File: config.mk
export PLATFORM = sky130hd
export DESIGN_NAME = instruction_fetch_controller
export DESIGN_NICKNAME = d
export VERILOG_FILES = /design/src/rtl/fetch_pkg.sv /design/src/rtl/fetch_fifo.sv /design/src/rtl/instruction_fetch_controller.sv
export SDC_FILE = /design/constraint.sdc
export NUM_CORES = 1
export LEC_CHECK = 0
export ABC_AREA = 1
export CAP_MARGIN = 20
export CELL_PAD_IN_SITES_DETAIL_PLACEMENT = 1
export CELL_PAD_IN_SITES_GLOBAL_PLACEMENT = 1
export CORE_ASPECT_RATIO = 0.5
export CORE_UTILIZATION = 35
export DETAILED_ROUTE_END_ITERATION = 12
export MAX_ROUTING_LAYER = met4
export PLACE_DENSITY_LB_ADDON = 0.2
export SYNTH_ARGS = -nofsm -noshare
export SYNTH_HDL_FRONTEND = slang
export SYNTH_HIERARCHICAL = 1
export SYNTH_SLANG_ARGS = --single-unit
File: constraint.sdc
create_clock -name CLK -period 3.6 [get_ports CLK]
set_clock_uncertainty 0.05 [all_clocks]
set_input_delay 0.54 -clock CLK [delete_from_list [all_inputs] [get_ports CLK]]
set_output_delay 0.54 -clock CLK [all_outputs]
set_load 0.02 [all_outputs]
File: src/rtl/fetch_pkg.sv
// -----------------------------------------------------------------------------
// fetch_pkg
//   Types and constants shared by the instruction fetch controller and its
//   FIFO.
//     XLEN          : address / PC width
//     ILEN          : instruction word width
//     fetch_state_e : fetch FSM states (RUN, HALT, FAULT_HALT)
//     fetch_entry_t : one FIFO entry, an instruction word plus its PC
// -----------------------------------------------------------------------------
package fetch_pkg;

   localparam int unsigned XLEN = 64;
   localparam int unsigned ILEN = 32;

   typedef enum logic [1:0] {
      ST_RUN        = 2'd0,
      ST_HALT       = 2'd1,
      ST_FAULT_HALT = 2'd2
   } fetch_state_e;

   typedef struct packed {
      logic [ILEN-1:0] instr;
      logic [XLEN-1:0] pc;
   } fetch_entry_t;

endpackage

File: src/rtl/fetch_fifo.sv
// -----------------------------------------------------------------------------
// fetch_fifo
//   Circular buffer of DEPTH fetch entries. DEPTH must be a power of two, so
//   the pointers wrap on their own.
//   Ports:
//     clk_i   : clock
//     rst_i   : synchronous active-high reset (empties and zeroes the buffer)
//     push_i  : write din_i at the tail (ignored when full without a pop)
//     pop_i   : drop the head entry (ignored when empty)
//     flush_i : discard all entries; takes priority over push/pop
//     din_i   : entry to write
//     dout_o  : head entry (don't-care when count_o == 0)
//     count_o : number of valid entries, 0..DEPTH
// -----------------------------------------------------------------------------
module fetch_fifo
   import fetch_pkg::*;
#(
   parameter  int unsigned DEPTH = 2,
   localparam int unsigned CW    = $clog2(DEPTH + 1)
) (
   input  logic          clk_i,
   input  logic          rst_i,
   input  logic          push_i,
   input  logic          pop_i,
   input  logic          flush_i,
   input  fetch_entry_t  din_i,
   output fetch_entry_t  dout_o,
   output logic [CW-1:0] count_o
);

   localparam int unsigned   PW       = (DEPTH > 1) ? $clog2(DEPTH) : 1;
   localparam logic [CW-1:0] FULL_CNT = CW'(DEPTH);

   fetch_entry_t  mem_q [DEPTH];
   logic [PW-1:0] wr_ptr_q;
   logic [PW-1:0] rd_ptr_q;
   logic [CW-1:0] count_q;
   logic          do_push;
   logic          do_pop;

   assign do_pop  = pop_i && (count_q != '0);
   // A full buffer can still accept a write when the head leaves this cycle.
   assign do_push = push_i && ((count_q != FULL_CNT) || do_pop);

   always_ff @(posedge clk_i) begin
      // NOTE: sequential state is assigned with <= so every register samples
      // the pre-edge values, independent of statement order.
      if (rst_i || flush_i) begin
         wr_ptr_q <= '0;
         rd_ptr_q <= '0;
         count_q  <= '0;
      end else begin
         if (do_push) wr_ptr_q <= wr_ptr_q + PW'(1);
         if (do_pop)  rd_ptr_q <= rd_ptr_q + PW'(1);
         case ({do_push, do_pop})
            2'b10:   count_q <= count_q + CW'(1);
            2'b01:   count_q <= count_q - CW'(1);
            default: count_q <= count_q;
         endcase
      end
   end

   always_ff @(posedge clk_i) begin
      // NOTE: the storage is reset deliberately: the head word and PC must
      // read as zero straight after reset. It is only a few entries deep.
      if (rst_i) begin
         for (int i = 0; i < DEPTH; i++) mem_q[i] <= '0;
      end else if (do_push && !flush_i) begin
         mem_q[wr_ptr_q] <= din_i;
      end
   end

   assign dout_o  = mem_q[rd_ptr_q];
   assign count_o = count_q;

endmodule

File: src/rtl/instruction_fetch_controller.sv
// -----------------------------------------------------------------------------
// instruction_fetch_controller
//   Owns the PC and drives a combinational instruction memory. Each returned
//   word is pushed, together with its PC, into a small FIFO. The FIFO head is
//   offered to decode over a valid/ready handshake. Redirects flush the FIFO.
//   A misaligned redirect target raises a sticky FAULT that only RST clears.
//   Ports:
//     CLK, RST          : clock; synchronous active-high reset
//     IMEM_ADDR         : memory address, always equal to the PC register
//     IMEM_DATA         : memory word for IMEM_ADDR, valid in the same cycle
//     INSTR_VALID/READY : decode handshake for the FIFO head
//     INSTR, INSTR_PC   : head instruction word and its PC
//     REDIRECT_VALID/PC : taken branch or jump and its target
//     HALT_REQ, RESUME  : stop fetching / restart fetching at the current PC
//     HALTED            : not running and FIFO empty
//     FAULT             : sticky misaligned-redirect flag
// -----------------------------------------------------------------------------
module instruction_fetch_controller
   import fetch_pkg::*;
#(
   parameter logic [XLEN-1:0] RESET_PC = 64'h0,
   parameter int unsigned     PC_STEP  = 4,
   parameter int unsigned     DEPTH    = 2
) (
   input  logic            CLK,
   input  logic            RST,
   output logic [XLEN-1:0] IMEM_ADDR,
   input  logic [ILEN-1:0] IMEM_DATA,
   output logic            INSTR_VALID,
   input  logic            INSTR_READY,
   output logic [ILEN-1:0] INSTR,
   output logic [XLEN-1:0] INSTR_PC,
   input  logic            REDIRECT_VALID,
   input  logic [XLEN-1:0] REDIRECT_PC,
   input  logic            HALT_REQ,
   input  logic            RESUME,
   output logic            HALTED,
   output logic            FAULT
);

   localparam int unsigned   CW       = $clog2(DEPTH + 1);
   localparam logic [CW-1:0] FULL_CNT = CW'(DEPTH);

   fetch_state_e  state_q;
   logic [XLEN-1:0] pc_q;
   logic            fault_q;
   logic [CW-1:0]   count;
   fetch_entry_t    push_entry;
   fetch_entry_t    head;
   logic            pop;
   logic            fetch;

   assign INSTR_VALID = (count != '0);
   assign pop         = INSTR_VALID && INSTR_READY;

   // HALT_REQ blocks the fetch in the very cycle it is requested. A redirect
   // blocks it because the addressed word belongs to the discarded path.
   assign fetch = (state_q == ST_RUN) && !HALT_REQ && !REDIRECT_VALID &&
                  ((count != FULL_CNT) || pop);

   assign push_entry = '{instr: IMEM_DATA, pc: pc_q};

   fetch_fifo #(
      .DEPTH (DEPTH)
   ) u_fifo (
      .clk_i   (CLK),
      .rst_i   (RST),
      .push_i  (fetch),
      .pop_i   (pop),
      .flush_i (REDIRECT_VALID),
      .din_i   (push_entry),
      .dout_o  (head),
      .count_o (count)
   );

   always_ff @(posedge CLK) begin
      if (RST) begin
         pc_q    <= RESET_PC;
         state_q <= ST_RUN;
         fault_q <= 1'b0;
      end else if (REDIRECT_VALID) begin
         // Redirects override halt/resume; an aligned target keeps the state.
         if (REDIRECT_PC[1:0] == 2'b00) begin
            pc_q <= REDIRECT_PC;
         end else begin
            fault_q <= 1'b1;
            state_q <= ST_FAULT_HALT;
         end
      end else begin
         if (fetch) pc_q <= pc_q + XLEN'(PC_STEP);
         case (state_q)
            ST_RUN:  if (HALT_REQ) state_q <= ST_HALT;
            ST_HALT: if (RESUME && !HALT_REQ) state_q <= ST_RUN;
            default: state_q <= state_q;  // FAULT_HALT is left only by RST
         endcase
      end
   end

   assign IMEM_ADDR = pc_q;
   assign INSTR     = head.instr;
   assign INSTR_PC  = head.pc;
   assign HALTED    = (state_q != ST_RUN) && (count == '0);
   assign FAULT     = fault_q;

endmodule

==> flow_summary_export.csv <==
group,metric,value,unit
status,status,"complete, no violations",
clock_network,cts_sinks,264,
run,drv_cap,0,
setup_path,worst-setup-path-type,"flip-flop to output port",
clock_network,cts_resized,0,
sta,max_freq,316.5,MHz
logic_synthesis,yosysTopAreaCell,"edfxtp_1",
detailed_routing,drt.antenna.violating_nets,0,
floorplanning,rows,50,
sta,slew_viol_final,0,
detailed_routing,drtIter0Drc,644,
clock_network,cts.htree.levels,1,
global_routing,antenna_found_initial,0,
pwr,switching_share,25.50,%
detailed_routing,routed_wl,45500,um
pwr,cellLeakagePower,6.310,nW
global_routing,use_met2,38.47,%
logic_synthesis,yosys_warnings,6,
logic_synthesis,netlist_top_cells_area,"edfxtp_1, dfxtp_1, nor2_1, nand2_1, mux2_2",
logic_synthesis,synth-edff-count,192,
pwr,peakVddDrop,0.3276,mV
sta,min_period,3.160,ns
global_routing,grt_use_met1,31.90,%
logic_synthesis,async_flop_share,0,%
detailed_routing,vias_per_cell,4.878,
pwr,power_density,411.6,nW/um2
setup_path,crit_arrival,2.57,ns
floorplanning,die-area,39500,um2
layout,n_fill_cell,4354,
sta,setup_viol,0,
clock_network,clock_latency,0.57,ns
logic_synthesis,synthCells,1572,
clock_network,cts_tree,"yes",
pwr,p_seq_share,48.3,%
clock_network,clk_pin_slew,0.06,ns
sta,hold_violations,0,
global_routing,busiest_layer,"met2",
global_routing,grt_max_degree,98,
layout,area_delta_synth_final,30.55,%
sta,hold_ws,0.2360,ns
sta,worst_pin_slew,0.7813,ns
floorplanning,coreArea,37720,um2
clock_network,clockBufferDepth,3,
pwr,power.total,7.272,mW
logic_synthesis,synth_most_common_cell,"nor2_1",
detailed_routing,num_vias,11511,
floorplanning,initial_core_util,35.87,%
logic_synthesis,ys_types,36,
logic_synthesis,synth_top_family_by_area,"simple AND/OR/NAND/NOR gates",
layout,drive_gt1_share,12.17,%
floorplanning,die_height,141.0,um
logic_synthesis,synth_xor_area_share,0.5178,%
sta,rsz0062_at_grt,"false",
detailed_routing,drc_errors,0,
pwr,power_frac_comb,11.8,%
layout,antenna_cells,0,
setup_path,critPathRequiredTime,3.01,ns
global_routing,grt_pass1_vias,11922,
logic_synthesis,synth_adder_area_share,0.1849,%
global_routing,grt_pass1_wl,69500,um
global_routing,use_met3,2.784,%
sta,max_slew_margin,47.91,%
detailed_routing,wire_per_inst,19.28,um
logic_synthesis,synth_mux_area_share,7.988,%
floorplanning,die_w,280.1,um
setup_path,critical_path_peak_fanout,37,
logic_synthesis,synth_nets,1676,
pwr,p_switching,1.854,mW
logic_synthesis,ys_ff_latch,264,
placement,portBuffers,264,
logic_synthesis,syn_area_per_cell,8.609,um2
logic_synthesis,syn_area,13530,um2
pwr,clkPwrFrac,39.8,%
setup_path,worstSetupStartpointType,"flip-flop",
sta,tns,0,ns
clock_network,postCtsSetupRepairBufs,0,
floorplanning,pin_count,265,
setup_path,slowest_stage,"dfxtp_4",
placement,dpl.hpwl,32690,um
setup_path,r2r_cells,10,
logic_synthesis,ys_seq_area_share,53.25,%
logic_synthesis,ys.flop_type,"edfxtp_1",
logic_synthesis,synth-compound-area-share,5.418,%
logic_synthesis,synth_common_cells,"nor2_1, nand2_1, edfxtp_1",
layout,nets,1923,
pwr,intPower,5.418,mW
logic_synthesis,synth.top_cell.area_share,42.60,%
setup_path,cpPeakStageDelay,0.72,ns
global_routing,grt-ovfl-total,0,
setup_path,end_kind,"output port",
hold_path,min_delay_path_depth,2,
logic_synthesis,synth-simple-area-share,25.55,%
hold_path,hp-class,"input port to flip-flop",
clock_network,cts_root_buf,"clkbuf_16",
sta,fin_crit_sh,87.77,%
detailed_routing,dr.pass1.iters,4,
setup_path,path_cells,"buf_4 -> mux2_2 -> clkdlybuf4s50_1",
clock_network,hold_buffers,0,
global_routing,grt_use_total,23.69,%
clock_network,numCtsBuffers,27,
placement,gp_congestion,0.8685,
[kinds of logic after synthesis]
| group | after synthesis |
|---|---|
| adders and majority gates | 2 |
| buffers and inverters | 235 |
| AOI/OAI and AO/OA | 142 |
| and+or+nand+nor | 825 |
| muxes | 96 |
| DFF | 264 |
| xor gates and xnor gates | 8 |
[final timing paths]
kind,endpoint,startpoint,slack [ns]
max,INSTR_PC[32],flip-flop,0.44
min,state_q[1]$_SDFFE_PP0P_,RST,0.24
max reg2reg,IMEM_ADDR[34]$_SDFFE_PP0P_,IMEM_ADDR[2]$_SDFFE_PP0P_,1.18
min reg2reg,FAULT$_SDFFE_PP0P_,FAULT$_SDFFE_PP0P_,0.41
[flip-flops by register name, indices dropped and copies added (netlist names), named ones only]
signal / cells
u_fifo/count_o: 2
u_fifo/rd_ptr_q: 1
FAULT: 1
state_q: 2
u_fifo/mem_q: 192
u_fifo/wr_ptr_q: 1
IMEM_ADDR: 64
[layer usage]
metal  routed length [um]  vias up
met2                21570      227
met3                 1713       54
met4                  820        0
li1                     -     5565
met1                21400     5665
met5                    0        -
[through the flow]
stage,worst slack [ns],util [%],area [um2],std cells
final,0.4402,46.83,17670,2360
after detailed placement,0.9501,44.45,16770,2310
after global routing,0.2909,46.83,17670,2360
after floorplan,0.6027,-,13540,1572
after global placement,0.9836,44.45,16770,2310
after CTS,0.3333,46.83,17670,2360
[cells in the final DEF (no fill, tap or decap), types with 3 or more instances in the layout]
cell type | synthesis | routed
clkdlybuf4s50_1 | 0 | 262
nand4_1 | 11 | 11
nor2_2 | 12 | 12
nand2_4 | 3 | 5
clkbuf_8 | 0 | 6
clkbuf_16 | 0 | 27
xor2_1 | 6 | 6
dfxtp_1 | 72 | 71
nor2_4 | 12 | 12
o21ai_1 | 3 | 3
edfxtp_1 | 192 | 192
nand2_2 | 21 | 21
inv_2 | 3 | 4
nand2_1 | 319 | 317
nor3_1 | 7 | 7
inv_1 | 168 | 167
mux2_2 | 96 | 96
a21oi_1 | 71 | 71
buf_12 | 0 | 8
a21oi_2 | 3 | 3
o21ai_0 | 60 | 60
nand3_1 | 44 | 44
nor2_1 | 384 | 384
clkbuf_1 | 27 | 8
buf_4 | 6 | 10
clkinv_2 | 0 | 6
nand3b_1 | 4 | 4
[final cells by class]
type	instances	area (um2)	area share [%]
sequential	264	7211	40.81
multi-input combinational	1073	5398	30.55
timing repair buffer	282	2868	16.23
clock buffer	41	788.3	4.462
tap	520	650.6	3.683
inverter	171	641.9	3.633
clock inverter	9	110.1	0.6232
[worst max-delay path, delay by kind of cell, from the launching register on]
family / cells / cell delay (ns)
buf+inv: 2 / 0.91
flops: 1 / 0.72
mux: 1 / 0.37
[power by group through the flow]
stage          Clock (mW)  Sequential (mW)  Combinational [mW]
4_1_cts              2.97             3.51               0.870
3_5_place_dp            0             3.58               0.865
2_1_floorplan           0             3.56               0.386
5_1_grt              3.09             3.53               0.930
6_report             2.90             3.52               0.860
3_3_place_gp            0             3.57               0.857
Note: power is estimated with default switching activity, not from simulation.
